## src/rtl/delay_sched.sv

```systemverilog
// delay_sched -- round-robin owner arbitration for a single shared
// down-counting delay timer.
//
// Parameters
//   NREQ   number of requesters (2..16)
//   CBITS  counter width, 2**CBITS must exceed MAXD
//   MAXD   largest delay honoured; larger requests are clamped to MAXD
//
// Ports
//   clk    single clock, rising edge
//   rst    asynchronous reset, active low
//   req    per-requester request level, held until done (drop = abort)
//   dly    delay of requester i in dly[i*CBITS +: CBITS], sampled at grant
//   gnt    one-hot (or zero) ownership of the counter
//   done   one-cycle completion pulse to the owner
//   busy   counter currently owned
//   err    sticky: some granted delay exceeded MAXD
//
// Optional build macro
//   DELAY_SCHED_SVA_EN  compiles in concurrent assertions; no behavioural change
//
// state   | meaning
// --------+----------------------------------------------
// S_IDLE  | no owner, round-robin arbitration each cycle
// S_COUNT | owner holds counter, cnt counts down to 0
// S_DONE  | done[owner] and gnt[owner] high for one cycle

module delay_sched #(
    parameter int NREQ  = 4,
    parameter int CBITS = 19,
    parameter int MAXD  = 400000
) (
    input  logic                  clk,
    input  logic                  rst,
    input  logic [NREQ-1:0]       req,
    input  logic [NREQ*CBITS-1:0] dly,
    output logic [NREQ-1:0]       gnt,
    output logic [NREQ-1:0]       done,
    output logic                  busy,
    output logic                  err
);

    localparam int PW = (NREQ > 1) ? $clog2(NREQ) : 1;
    localparam logic [CBITS-1:0] MAXD_C = CBITS'(MAXD);

    typedef enum logic [1:0] {
        S_IDLE  = 2'd0,
        S_COUNT = 2'd1,
        S_DONE  = 2'd2
    } state_t;

    state_t            state_q, state_d;
    logic [CBITS-1:0]  cnt_q, cnt_d;
    logic [PW-1:0]     ptr_q, ptr_d;
    logic [NREQ-1:0]   gnt_q, gnt_d;
    logic [NREQ-1:0]   done_q, done_d;
    logic              err_q, err_d;

    logic              found;
    logic [PW-1:0]     sel_idx;
    logic [PW-1:0]     idx;
    logic [CBITS-1:0]  sel_dly;
    logic              sel_over;

    // Round-robin pick: first requester found searching upward from ptr+1.
    always_comb begin
        found   = 1'b0;
        sel_idx = '0;
        idx     = '0;
        for (int k = 1; k <= NREQ; k++) begin
            idx = PW'((int'(ptr_q) + k) % NREQ);
            if (!found && req[idx]) begin
                found   = 1'b1;
                sel_idx = idx;
            end
        end
    end

    assign sel_dly  = dly[sel_idx*CBITS +: CBITS];
    assign sel_over = (sel_dly > MAXD_C);

    always_comb begin
        state_d = state_q;
        cnt_d   = cnt_q;
        ptr_d   = ptr_q;
        gnt_d   = gnt_q;
        done_d  = '0;
        err_d   = err_q;
        case (state_q)
            S_IDLE: begin
                gnt_d = '0;
                if (found) begin
                    gnt_d   = {{(NREQ-1){1'b0}}, 1'b1} << sel_idx;
                    cnt_d   = sel_over ? MAXD_C : sel_dly;
                    ptr_d   = sel_idx;
                    err_d   = err_q | sel_over;
                    state_d = S_COUNT;
                end
            end
            S_COUNT: begin
                // Abort wins over completion, even when cnt has reached 0.
                if (!req[ptr_q]) begin
                    gnt_d   = '0;
                    state_d = S_IDLE;
                end else if (cnt_q == '0) begin
                    done_d  = gnt_q;
                    state_d = S_DONE;
                end else begin
                    cnt_d = cnt_q - CBITS'(1);
                end
            end
            S_DONE: begin
                gnt_d   = '0;
                state_d = S_IDLE;
            end
            default: begin
                gnt_d   = '0;
                state_d = S_IDLE;
            end
        endcase
    end

    always_ff @(posedge clk or negedge rst) begin
        if (!rst) begin
            state_q <= S_IDLE;
            cnt_q   <= '0;
            ptr_q   <= PW'(NREQ - 1);
            gnt_q   <= '0;
            done_q  <= '0;
            err_q   <= 1'b0;
        end else begin
            state_q <= state_d;
            cnt_q   <= cnt_d;
            ptr_q   <= ptr_d;
            gnt_q   <= gnt_d;
            done_q  <= done_d;
            err_q   <= err_d;
        end
    end

    assign gnt  = gnt_q;
    assign done = done_q;
    assign busy = (state_q != S_IDLE);
    assign err  = err_q;

`ifdef DELAY_SCHED_SVA_EN
    a_gnt_onehot0: assert property (@(posedge clk) disable iff (!rst)
        $onehot0(gnt));
    a_done_has_gnt: assert property (@(posedge clk) disable iff (!rst)
        ((done & ~gnt) == '0));
    a_done_pulse: assert property (@(posedge clk) disable iff (!rst)
        (|done) |=> !(|done));
    a_done_then_idle: assert property (@(posedge clk) disable iff (!rst)
        (|done) |=> !busy);
    for (genvar gi = 0; gi < NREQ; gi++) begin : g_live
        // A requester that keeps req high is eventually served; dropping
        // req is an abort and discharges the obligation.
        a_live: assert property (@(posedge clk) disable iff (!rst)
            req[gi] |-> s_eventually (done[gi] || !req[gi]));
    end
`endif

endmodule

```

## config.mk

```make
export PLATFORM = sky130hd
export DESIGN_NAME = delay_sched
export DESIGN_NICKNAME = d
export VERILOG_FILES = /design/src/rtl/delay_sched.sv
export SDC_FILE = /design/constraint.sdc
export NUM_CORES = 1
export LEC_CHECK = 0
export BUFFER_PORTS_ARGS = -buffer_cell sky130_fd_sc_hd__buf_2
export CELL_PAD_IN_SITES_DETAIL_PLACEMENT = 0
export CELL_PAD_IN_SITES_GLOBAL_PLACEMENT = 1
export CORE_ASPECT_RATIO = 0.8
export CORE_MARGIN = 2
export CORE_UTILIZATION = 40
export CTS_BUF_LIST = sky130_fd_sc_hd__clkbuf_8
export CTS_CLUSTER_DIAMETER = 150
export DETAILED_ROUTE_END_ITERATION = 10
export GPL_TIMING_DRIVEN = 0
export PLACE_DENSITY_LB_ADDON = 0.1
export SETUP_SLACK_MARGIN = 0.15
export SKIP_LAST_GASP = 1
export SLEW_MARGIN = 20
export SYNTH_ARGS = -nofsm -noshare
export SYNTH_HDL_FRONTEND = slang
export SYNTH_SLANG_ARGS = --single-unit
```

## constraint.sdc

```tcl
create_clock -name clk -period 5.5 [get_ports clk]
set_clock_uncertainty 0.05 [all_clocks]
set_input_delay 0.825 -clock clk [delete_from_list [all_inputs] [get_ports clk]]
set_output_delay 0.825 -clock clk [all_outputs]
set_load 0.05 [all_outputs]
```

After elaboration in Yosys (flattened, before gate mapping):

Index checks and enable logic that the tools add are counted.
Widths: inputs -> output; s select.

* $mul: 1
* reductions and logical operators: 13
* $lt $le $gt $ge: 6
* bitwise logic cells: 1
* muxes and demuxes: 33
* shifts and indexed selects: 2
* add/sub/neg operators: 5
* equal/unequal tests: 6

Operators with widths (count)
* $mux 19: 4
* $shiftx 76x8->19: 1
* $pmux 19 s2: 1
* $mux 4: 5
* $gt 19x19->1 const B: 1
* $logic_not 19->1: 1
* $sub 19x1->19 const B: 1
* $lt 2x3->1 const B: 5
* $mux 2: 7
* $bmux 1 s2: 5
* $mux 1: 9
* $ne 2x2->1 const B: 4
* $pmux 4 s2: 1
* $mul 2x5->7 const B: 1
* $add 2x1->2 const B: 2
* $add 2x2->2 const B: 2
* $pmux 2 s2: 1
* $reduce_and 2->1: 2
* $reduce_and 4->1: 1
* $reduce_bool 2->1: 2
* $shl 1x2->4 const A: 1
* $logic_and 1x1->1: 3
* $logic_not 1->1: 3
* $ne 3x3->1 const B: 1
* other kinds (3): 3

* output and inout bits: 10
* logic and storage cells: 73
* register bits: 32

Longest topological paths before layout:

Gate-level depths: netlist of the first run.

* depth in word-level cells: 19
* gate-level depth with buffers: 14

Least setup slack after synthesis of the first run:

Ideal clock, no wire load.

* kind: input-to-reg
* from: in req[3]
* to: reg cnt_q[7]
* arrival: 2758 ps
* buffers on the path: 3
* setup slack: 2567 ps
* required time: 5324 ps
* library setup time: 126 ps
* cell stages on the path: 12
* cell sequence: nor2b_1 o2bb2ai_2 o21bai_4 buf_8 buf_6 nand2_1 a32oi_2 nand4b_1 nor4_4 o31ai_4 buf_6 a2bb2oi_2

* cells in the longest elaborated chain, start to end: 18
* elaborated cells on any way between the ends: 33
* those cells by class: 1 x mul; 1 x order compare; 2 x eq/ne; 1 x shift; 21 x mux; 7 x reduce/logical

Ends and longest elaborated chain
* start, declared: line 35 `input logic [NREQ-1:0] req,`
* $bmux 1 s2: line 72 `if (!found && req[idx]) begin`
* $mux 1 (not written as such): line 72
* $mux 1: line 72
* $logic_not 1->1: line 72
* $logic_and 1x1->1: line 72
* $mux 1: line 72
* $logic_not 1->1: line 72
* $logic_and 1x1->1: line 72
* (+2 left out)
* $logic_and 1x1->1: line 72
* $mux 2: line 72
* $mul 2x5->7: line 79 `assign sel_dly = dly[sel_idx*CBITS +: CBITS];`
* $shiftx 76x8->19: line 79
* $gt 19x19->1: line 80 `assign sel_over = (sel_dly > MAXD_C);`
* $mux 19: line 94 `cnt_d = sel_over ? MAXD_C : sel_dly;`
* $mux 19: line 92 `if (found) begin`
* $pmux 19 s2: line 89 `case (state_q)`
* end signal, assigned: line 133 `cnt_q <= cnt_d;`
* end, declared: line 53 `logic [CBITS-1:0] cnt_q, cnt_d;`

Parallel ways exist; a longest one is shown, timed or not. The select of a mux whose other input is x is not followed.
A chain may end at the register's enable or synchronous reset.

Final worst setup path of the first run:

* from: reg cnt_q[0]
* to: reg cnt_q[12]

* cells in the longest elaborated chain, start to end: 4
* elaborated cells on any way between the ends: 7
* those cells by class: 1 x add/sub; 1 x eq/ne; 3 x mux; 2 x reduce/logical

Ends and longest elaborated chain
* $sub 19x1->19: line 109 `cnt_d = cnt_q - CBITS'(1);`
* $mux 19: line 105 `end else if (cnt_q == '0) begin`
* $mux 19: line 102 `if (!req[ptr_q]) begin`
* $pmux 19 s2: line 89

Parallel ways exist; a longest one is shown, timed or not. The select of a mux whose other input is x is not followed.

==> results of run 1 <==
metal layers:
layer / track usage / wire length [um]
met1: 0.3627 / 4087
met2: 0.3486 / 3218
met3: 0.03660 / 657
met4: 0.04902 / 73
met5: 0 / 0
per-stage QoR:
step / area [sq um] / power (mW)
3_5_place_dp: 3100 / 1.559
2_1_floorplan: 2544 / 1.262
4_1_cts: 3193 / 1.751
3_3_place_gp: 3100 / 1.554
6_report: 3193 / 1.752
5_1_grt: 3193 / 1.907
state kept, by name, indices dropped and copies added (netlist names):
signal	flops
state_q	2
err	1
gnt	4
done	4
cnt_q	19
ptr_q	2
worst reg2reg max path: cells and delay by family, from the launching register on:
family | cells | cell delay [ns]
compound gates | 3 | 0.47
fa+ha+maj | 1 | 0.17
buf+inv | 3 | 0.57
flops | 1 | 0.40
simple gates | 6 | 1.42
path summary, 6_finish.rpt:
path | slack, ns | to
min | 0.43 | err
min reg2reg | 0.43 | err
max in group asynchronous | 4.40 | cnt_q[3]
max reg2reg | 2.26 | cnt_q[12]
min in group asynchronous | 0.53 | gnt[1]
max | 2.26 | cnt_q[12]
layout make-up:
| class | instances | area (sq um) | share of cell area |
|---|---|---|---|
| multi-input cells | 252 | 1585 | 0.4965 |
| repair buffers | 91 | 455.4 | 0.1426 |
| flip-flops and latches | 32 | 803.3 | 0.2516 |
| clock inverters | 2 | 10.01 | 0.003135 |
| plain buffers | 18 | 121.4 | 0.03801 |
| clock buffers | 6 | 82.58 | 0.02586 |
| inverters | 9 | 33.78 | 0.01058 |
| well taps | 81 | 101.3 | 0.03174 |
report_power, final:
group	internal, mW	switching [mW]
combinational	0.431	0.690
sequential	0.342	0.101
clock	0.0997	0.0878
cell families (layout without fill, tap and decap cells):
kind of cell / after synthesis / after routing
AO/OA/AOI/OAI: 107 / 107
multiplexers: 10 / 10
buffers and inverters: 27 / 126
AND/OR/NAND/NOR: 134 / 134
flip-flops: 32 / 32
adder cells (fa/ha/maj): 1 / 1
layout by cell type, fill, tap and decap left out, types with 4 or more instances in the layout:
cell type  instances
nand2_1           73
clkbuf_1           4
inv_1              8
dfrtp_1           30
o21ai_0           24
a32o_1            16
buf_2             98
o221ai_2           5
a21oi_1           21
nand3_1            6
nand4_1            4
nor2_1            21
mux2i_1            7
clkbuf_8           6
o21ai_1            4
nor4_1             4
and2_1             5
==> impl_metrics.csv, run 1 <==
group,metric,value,unit
detailed_routing,first_iter_violations,176,
clocking,cts_tree,"built",
clocking,path_clk_slew,0.07,ns
worst_setup_path,slowest_delay,0.50,ns
clocking,clock-root-buffer,"clkbuf_8",
finish,instances_no_fill,491,
logic_synthesis,synth_seq_cells,32,
clocking,htreeDepth,2,
timing,finalSetupViolCount,0,
hold_path,min-delay-start,"err",
clocking,clock-sinks,32,
worst_setup_path,cp-start-kind,"flop",
grt,grt_max_degree,33,
finish,syn2layout_area_growth,25.53,%
timing,setup_tns,0,ns
worst_setup_path,cp_num_buf_inv,3,
detailed_routing,first_pass_iters,4,
grt,track_usage,0.2344,
clocking,cts_buffers,5,
logic_synthesis,syn_avg_cell_area,8.179,sq um
clocking,cts_setup_buffers,0,
worst_setup_path,worstRegToRegCells,13,
power,peakVddDrop,0.3182,mV
hold_path,holdPathStages,1,
hold_path,hold_path.class,"flop to flop",
logic_synthesis,ys_warn_count,0,
logic_synthesis,yosysTopAreaCell,"dfrtp_1",
floorplan,fp.dieW,93.16,um
logic_synthesis,synth_top_family_by_area,"compound AO/OA/AOI/OAI gates",
worst_setup_path,crit_cells,13,
logic_synthesis,synth-simple-area-share,0.2459,
logic_synthesis,synth.distinct_cells,60,
timing,fin_crit,3.242,ns
grt,grt-ovfl-total,0,
timing,timing.fmax,308.5,MHz
worst_setup_path,arrival,3.34,ns
placed_design,portBuffers,91,
grt,grt_pass1_vias,2494,
logic_synthesis,synthFlopType,"dfrtp_1",
grt,grt_pass1_wl,12720,um
logic_synthesis,synth.top_cell.area_share,0.2951,
logic_synthesis,yosys.area_share.adder,0.004919,
worst_setup_path,cp-end-kind,"flop",
worst_setup_path,cp.required,5.59,ns
timing,period_share,0.5895,
floorplan,pin_count,92,
detailed_routing,detail-route-antenna-nets,0,
detailed_routing,avgViaCountPerCell,5.589,
detailed_routing,routed_wirelength,8037,um
placed_design,hpwl,6333,um
power,p_leak,1.439,nW
floorplan,coreArea,0.006037,sq mm
timing,tightest_slew,0.8707,ns
floorplan,dieArea,0.007017,sq mm
logic_synthesis,synth-compound-area-share,0.3315,
logic_synthesis,syn_inst,311,
timing,hold_slack,0.4267,ns
clocking,hold_buffers,0,
finish,fin_nets,492,
logic_synthesis,synth_edf_count,0,
worst_setup_path,crit_path_max_fanout,10,
detailed_routing,post-route-drc-count,0,
finish,layout-drive-gt1-share,0.3463,
worst_setup_path,crit_slowest_cell,"nor2_1",
floorplan,initial_core_util,0.4213,
timing,maxSlewHeadroom,0.4146,
clocking,worstSkewPairLatency,0.29,ns
floorplan,rows,25,
floorplan,die_y,75.33,um
logic_synthesis,syn_nets,394,
timing,rsz0062_at_grt,"no",
placed_design,globalplace.congestion,0.8689,
clocking,cts_resized,0,
logic_synthesis,synth.area.mux_share,0.04083,
worst_setup_path,crit_start,"cnt_q[0]",
worst_setup_path,path_class,"flop to flop",
timing,fin_ws,2.258,ns
logic_synthesis,synthTopCellsByArea,"dfrtp_1, nand2_1, a32o_1, o21ai_0, a21oi_1",
timing,hold_violations,0,
finish,n_antenna_cell,0,
logic_synthesis,synth_xor_area_frac,0,
timing,slew_viol_final,0,
logic_synthesis,ys_top_cells_by_count,"nand2_1, dfrtp_1, o21ai_0",
logic_synthesis,synth-seq-area-share,0.3158,
clocking,cts_buffer_depth,2,
worst_setup_path,path_cells,"inv_1, ha_1, nand2b_1, or2_2, nor2_1, nand3_2, o31a_1, buf_2, nor2_2, buf_2, nor2_1, o21ai_0, a31oi_1",
run,drv_cap,0,
logic_synthesis,syn-cell-area,0.002544,sq mm
placed_design,dp.cells,483,
worst_setup_path,cpLargestDelayFamily,"simple AND/OR/NAND/NOR gates",
detailed_routing,wl_per_cell,16.37,um
power,powerDensity,548.8,mW/mm^2
logic_synthesis,async_reset_ff_frac,1.000,
run_status,status,"finished, final reports clean",
placed_design,pre_cts_ws,1.998,ns
detailed_routing,routed-via-count,2744,
finish,fillers,610,
worst_setup_path,reg2reg_from,"cnt_q[0]",
grt,antenna_found_initial,0,
finish,final_core_util,0.5289,
logic_synthesis,yosysMostFrequentCell,"nand2_1",
Note: power is estimated with default switching activity, not from simulation.
==> inputs of run 2 (changes only) <==
--- a/config.mk
+++ b/config.mk
@@ -10,7 +10,7 @@
 export CELL_PAD_IN_SITES_GLOBAL_PLACEMENT = 1
 export CORE_ASPECT_RATIO = 0.8
 export CORE_MARGIN = 2
-export CORE_UTILIZATION = 40
+export CORE_UTILIZATION = 37
 export CTS_BUF_LIST = sky130_fd_sc_hd__clkbuf_8
 export CTS_CLUSTER_DIAMETER = 150
 export DETAILED_ROUTE_END_ITERATION = 10
==> constraint.sdc (replaced) <==
create_clock -name clk -period 3 [get_ports clk]
set_clock_uncertainty 0.05 [all_clocks]
set_input_delay 0.45 -clock clk [delete_from_list [all_inputs] [get_ports clk]]
set_output_delay 0.45 -clock clk [all_outputs]
set_load 0.05 [all_outputs]
==> run 2 against run 1 <==
Routed wire length increased by 9.4%. Clock power rose by 95%. Fmax up 8.4%. Final area grew 12%. Total power rose by 110%.
==> impl_metrics.csv, run 2 (same netlist as run 1, synthesis figures left out) <==
group,metric,value,unit
worst_setup_path,slowest_delay,0.53,ns
run,drv_cap,0,
placed_design,dp.cells,489,
worst_setup_path,crit_slowest_cell,"dfstp_2",
clocking,worstSkewPairLatency,0.28,ns
placed_design,globalplace.congestion,0.8873,
detailed_routing,wl_per_cell,16.78,um
detailed_routing,detail-route-antenna-nets,0,
worst_setup_path,crit_path_frequent_cell,"buf_6",
finish,regMostFlops,"cnt_q",
timing,hold_slack,0.1781,ns
grt,grt_max_degree,33,
finish,instances_no_fill,524,
clocking,htreeDepth,2,
worst_setup_path,cp-end-kind,"flop",
power,p_leak,1.642,nW
floorplan,coreArea,0.006756,sq mm
worst_setup_path,r2r_setup_slack,0.01,ns
timing,hold_violations,0,
finish,final_cell_mix,"buf_2, nand2_1, buf_4",
clocking,path_clk_slew,0.07,ns
worst_setup_path,path_cells,"buf_6, mux2i_4, o2bb2ai_4, o21bai_4, buf_8, mux2i_1, mux2_2, a211oi_2, a21oi_2, o31ai_4, buf_6, o221ai_2",
worst_setup_path,worstRegToRegCells,12,
finish,fillers,655,
timing,maxSlewHeadroom,0.5104,
floorplan,rows,27,
worst_setup_path,cp_num_buf_inv,3,
finish,n_antenna_cell,0,
grt,grt_pass1_wl,13950,um
clocking,cts_buffer_depth,2,
power,peakVddDrop,0.5995,mV
worst_setup_path,cp.required,3.09,ns
finish,largest_reg_flops,19,
worst_setup_path,cp-endpoint,"cnt_q[2]",
timing,tightest_slew,0.7241,ns
clocking,hold_buffers,0,
timing,rsz0062_at_grt,"yes",
detailed_routing,avgViaCountPerCell,5.439,
worst_setup_path,cp-start-kind,"flop",
clocking,clock-root-buffer,"clkbuf_8",
power,total_power,3.728,mW
floorplan,pin_count,92,
grt,grt_pass1_vias,2647,
detailed_routing,post-route-drc-count,0,
run_status,status,"finished, final reports clean",
timing,slew_viol_final,0,
hold_path,hold_path.class,"input port to asynchronous set/reset pin",
finish,final_core_util,0.5311,
floorplan,initial_core_util,0.3765,
placed_design,placed_cell_area,0.003108,sq mm
clocking,cts_tree,"built",
clocking,clock-sinks,32,
floorplan,dieArea,0.007558,sq mm
placed_design,portBuffers,91,
timing,fin_crit,2.990,ns
floorplan,die_y,78.16,um
worst_setup_path,cpLargestDelayFamily,"compound AO/OA/AOI/OAI gates",
detailed_routing,first_iter_violations,176,
placed_design,hpwl,6415,um
detailed_routing,routed_wirelength,8795,um
worst_setup_path,crit_path_max_fanout,6,
floorplan,fp.dieW,96.70,um
finish,syn2layout_area_growth,41.07,%
grt,antenna_found_initial,0,
timing,timing.fmax,334.5,MHz
worst_setup_path,crit_start,"ptr_q[1]",
finish,stdcell_area,0.003588,sq mm
clocking,cts_buffers,5,
worst_setup_path,path_class,"flop to flop",
worst_setup_path,crit_cells,12,
detailed_routing,routed-via-count,2850,
placed_design,pre_cts_ws,-0.1876,ns
timing,fin_ws,0.01022,ns
timing,setup_tns,0,ns
finish,fin_nets,519,
detailed_routing,first_pass_iters,5,
finish,layout-drive-gt1-share,0.4302,
power,powerDensity,1039,mW/mm^2
worst_setup_path,arrival,3.08,ns
timing,period_share,0.9966,
grt,track_usage,0.2259,
finish,final_common_cell,"buf_2",
timing,finalSetupViolCount,0,
worst_setup_path,reg2reg_to,"cnt_q[2]",
grt,grt-ovfl-total,0,
worst_setup_path,reg2reg_from,"ptr_q[1]",
## run 2: cell count changes in the layout (fill, tap and decap cells not counted), moves of 3 or more
cell	delta
buf_4	+26
buf_2	-6
a32o_1	-5
a32o_2	+5
buf_6	+5
o221ai_1	-3
o221ai_2	+3
## run 2: timing repair
| item | in CTS | in global routing |
|---|---|---|
| resized for setup | 25 | 20 |
| buffers inserted | 11 | 14 |
| endpoints found under the setup margin | 21 | 20 |
| gates cloned | 2 | 0 |
| pin swaps | 8 | 6 |
## run 2: power breakdown
part           internal, mW  switching (mW)  leakage [nW]
clock network         0.206           0.159        0.0557
registers             0.631           0.197         0.385
logic                  1.12            1.42          1.20
## run 2: routing by layer
layer,wire length (um),track usage,up-vias
met5,0,0,-
met4,44,0.03380,0
met3,662,0.05165,4
met2,3749,0.3396,109
met1,4339,0.3368,1334
li1,-,-,1403
## run 2: how the worst min path moves through the flow
stage               startpoint         to  cells after the start
finish                     rst  cnt_q[18]                      1
global route               rst     gnt[0]                      1
CTS                        rst   cnt_q[9]                      1
detailed placement         err        err                      1
global placement           err        err                      1
floorplan                  rst   cnt_q[0]                      0
## run 2: area by class of cell
class / instances / area (sq um) / area share
tap: 87 / 108.9 / 0.03033
timing repair buffer: 118 / 678.2 / 0.1890
sequential: 32 / 805.8 / 0.2245
buffer: 18 / 157.7 / 0.04393
inverter: 9 / 33.78 / 0.009414
clock inverter: 1 / 3.754 / 0.001046
multi-input combinational: 252 / 1704 / 0.4749
clock buffer: 7 / 96.34 / 0.02685
==> inputs of run 3 (changes only) <==
--- a/config.mk
+++ b/config.mk
@@ -9,7 +9,6 @@
 export CELL_PAD_IN_SITES_DETAIL_PLACEMENT = 0
 export CELL_PAD_IN_SITES_GLOBAL_PLACEMENT = 1
 export CORE_ASPECT_RATIO = 0.8
-export CORE_MARGIN = 2
 export CORE_UTILIZATION = 37
 export CTS_BUF_LIST = sky130_fd_sc_hd__clkbuf_8
 export CTS_CLUSTER_DIAMETER = 150
==> run 3 against run 2 <==
Sequential cell count is the same. Critical path depth rose by 2. Largest cell class unchanged. The run now ends with setup timing left. Routed wire length shrank 2.0%. Register-to-register slack lost 0.05 ns. Global-route usage up 0.94 points. Setup slack lost 0.045 ns. Highest routed layer unchanged. Via count shrank 1.1%.
==> impl_metrics.csv, run 3 (same netlist as run 1, synthesis figures left out) <==
group,metric,value,unit
worst_setup_path,cp-start-kind,"flop",
power,total_power,3.713,mW
detailed_routing,avgViaCountPerCell,5.432,
power,p_int,1.941,mW
finish,final_cell_mix,"buf_2, nand2_1, dfrtp_1",
floorplan,die_y,76.16,um
timing,fin_ws,-0.03483,ns
run_status,violations,"setup timing",
clocking,worstSkewPairLatency,0.29,ns
worst_setup_path,worstRegToRegCells,14,
finish,regMostFlops,"cnt_q",
worst_setup_path,r2r_setup_slack,-0.03,ns
finish,multi_input_area,0.001685,sq mm
grt,grt_pass1_wl,13140,um
detailed_routing,detail-route-antenna-nets,0,
clocking,cts_tree,"built",
clocking,cts_buffers,5,
worst_setup_path,path_cells,"buf_6, mux2i_4, o2bb2ai_4, o21bai_4, buf_8, mux2i_1, mux2_4, buf_6, nand4b_1, nor4_4, buf_4, o31ai_4, buf_4, o221ai_1",
timing,maxSlewHeadroom,0.3960,
clocking,htreeDepth,2,
worst_setup_path,crit_slowest_cell,"dfstp_2",
clocking,cts_buffer_depth,2,
detailed_routing,wl_per_cell,16.61,um
timing,timing.fmax,329.5,MHz
power,peakVddDrop,0.5408,mV
power,combPwrFrac,0.664,
worst_setup_path,cp-end-kind,"flop",
finish,seq_area,804.5,sq um
power,switching_share,0.4771,
placed_design,globalplace.congestion,0.8800,
finish,largest_reg_flops,19,
clocking,clock-sinks,32,
worst_setup_path,slowest_delay,0.53,ns
placed_design,portBuffers,91,
grt,track_usage,0.2353,
worst_setup_path,cpLargestDelayFamily,"buffers and inverters",
worst_setup_path,path_class,"flop to flop",
grt,grt_pass1_vias,2600,
detailed_routing,first_pass_iters,4,
finish,final_common_cell,"buf_2",
clocking,clock-root-buffer,"clkbuf_8",
power,p_sw,1.771,mW
timing,tightest_slew,0.8983,ns
finish,instances_no_fill,519,
timing,rsz0062_at_grt,"yes",
worst_setup_path,crit_path_max_fanout,6,
timing,hold_violations,0,
floorplan,dieArea,0.007212,sq mm
floorplan,initial_core_util,0.3910,
clocking,hold_buffers,0,
finish,fin_nets,517,
power,seqPwrFrac,0.224,
floorplan,pin_count,92,
timing,fin_crit,3.035,ns
detailed_routing,post-route-drc-count,0,
detailed_routing,routed_wirelength,8621,um
run,drv_cap,0,
detailed_routing,routed-via-count,2819,
timing,setup_tns,-0.07992,ns
floorplan,coreArea,0.006506,sq mm
timing,slew_viol_final,0,
worst_setup_path,reg2reg_to,"cnt_q[16]",
grt,grt_max_degree,33,
power,clkPwrFrac,0.112,
placed_design,placed_cell_area,0.003104,sq mm
timing,finalSetupViolCount,4,
hold_path,hold_path.class,"input port to asynchronous set/reset pin",
timing,period_share,1.012,
worst_setup_path,reg2reg_from,"ptr_q[1]",
placed_design,pre_cts_ws,-0.2113,ns
grt,antenna_found_initial,0,
clocking,path_clk_slew,0.07,ns
placed_design,hpwl,6386,um
finish,stdcell_area,0.003550,sq mm
grt,grt-ovfl-total,0,
run_status,status,"complete, but fails checks",
finish,layout-drive-gt1-share,0.4138,
detailed_routing,first_iter_violations,139,
finish,fillers,663,
finish,n_antenna_cell,0,
placed_design,dp.cells,486,
power,p_leak,1.622,nW
worst_setup_path,arrival,3.10,ns
floorplan,fp.dieW,94.70,um
power,powerDensity,1046,mW/mm^2
worst_setup_path,cp.required,3.07,ns
finish,syn2layout_area_growth,39.55,%
worst_setup_path,cp_num_buf_inv,5,
floorplan,rows,26,
## run 3: area by class of cell
cell class                      count  area share
Multi-Input combinational cell    252      0.4748
Buffer                             18     0.04018
Clock buffer                        5     0.01939
Clock inverter                      3     0.01198
Sequential cell                    32      0.2266
Timing Repair Buffer              116      0.1879
Tap cell                           84     0.02961
Inverter                            9    0.009517
## run 3: power groups by stage
stage	Sequential (mW)	Clock, mW	Combinational, mW
detailed placement	0.816	0	2.06
CTS	0.822	0.425	2.29
floorplan	0.860	0	1.45
finish	0.833	0.416	2.46
global route	0.855	0.440	2.68
global placement	0.811	0	2.05
## run 3: per-stage QoR
| step | util | hold slack (ns) |
|---|---|---|
| floorplan | - | 0.1044 |
| detailed placement | 0.4771 | 0.4138 |
| finish | 0.5456 | 0.1742 |
| global route | 0.5456 | 0.2437 |
| global placement | 0.4771 | 0.4124 |
| CTS | 0.5221 | 0.1994 |
## run 3: what timing repair did
action	in CTS	in global routing
endpoints found under the setup margin	22	20
endpoints found under the hold margin	0	0
setup buffers	8	15
cloned	2	0
pin swaps	7	9
gates resized for setup	23	12
## run 3: worst max path at each step
stage                  start         to  depth (start not counted)
finish              ptr_q[1]  cnt_q[16]                         14
floorplan           ptr_q[1]   cnt_q[2]                         12
global route        ptr_q[1]   cnt_q[2]                         14
CTS                 ptr_q[1]   cnt_q[2]                         12
global placement    ptr_q[1]   cnt_q[2]                         12
detailed placement  cnt_q[0]  cnt_q[12]                         13
## run 3: layer usage
| metal | part of all wire | vias up | track usage |
|---|---|---|---|
| li1 | - | 1400 | - |
| met1 | 0.49 | 1310 | 0.3614 |
| met2 | 0.41 | 102 | 0.3317 |
| met3 | 0.092 | 7 | 0.04691 |
| met4 | 0.0079 | 0 | 0.05909 |
| met5 | 0 | - | 0 |
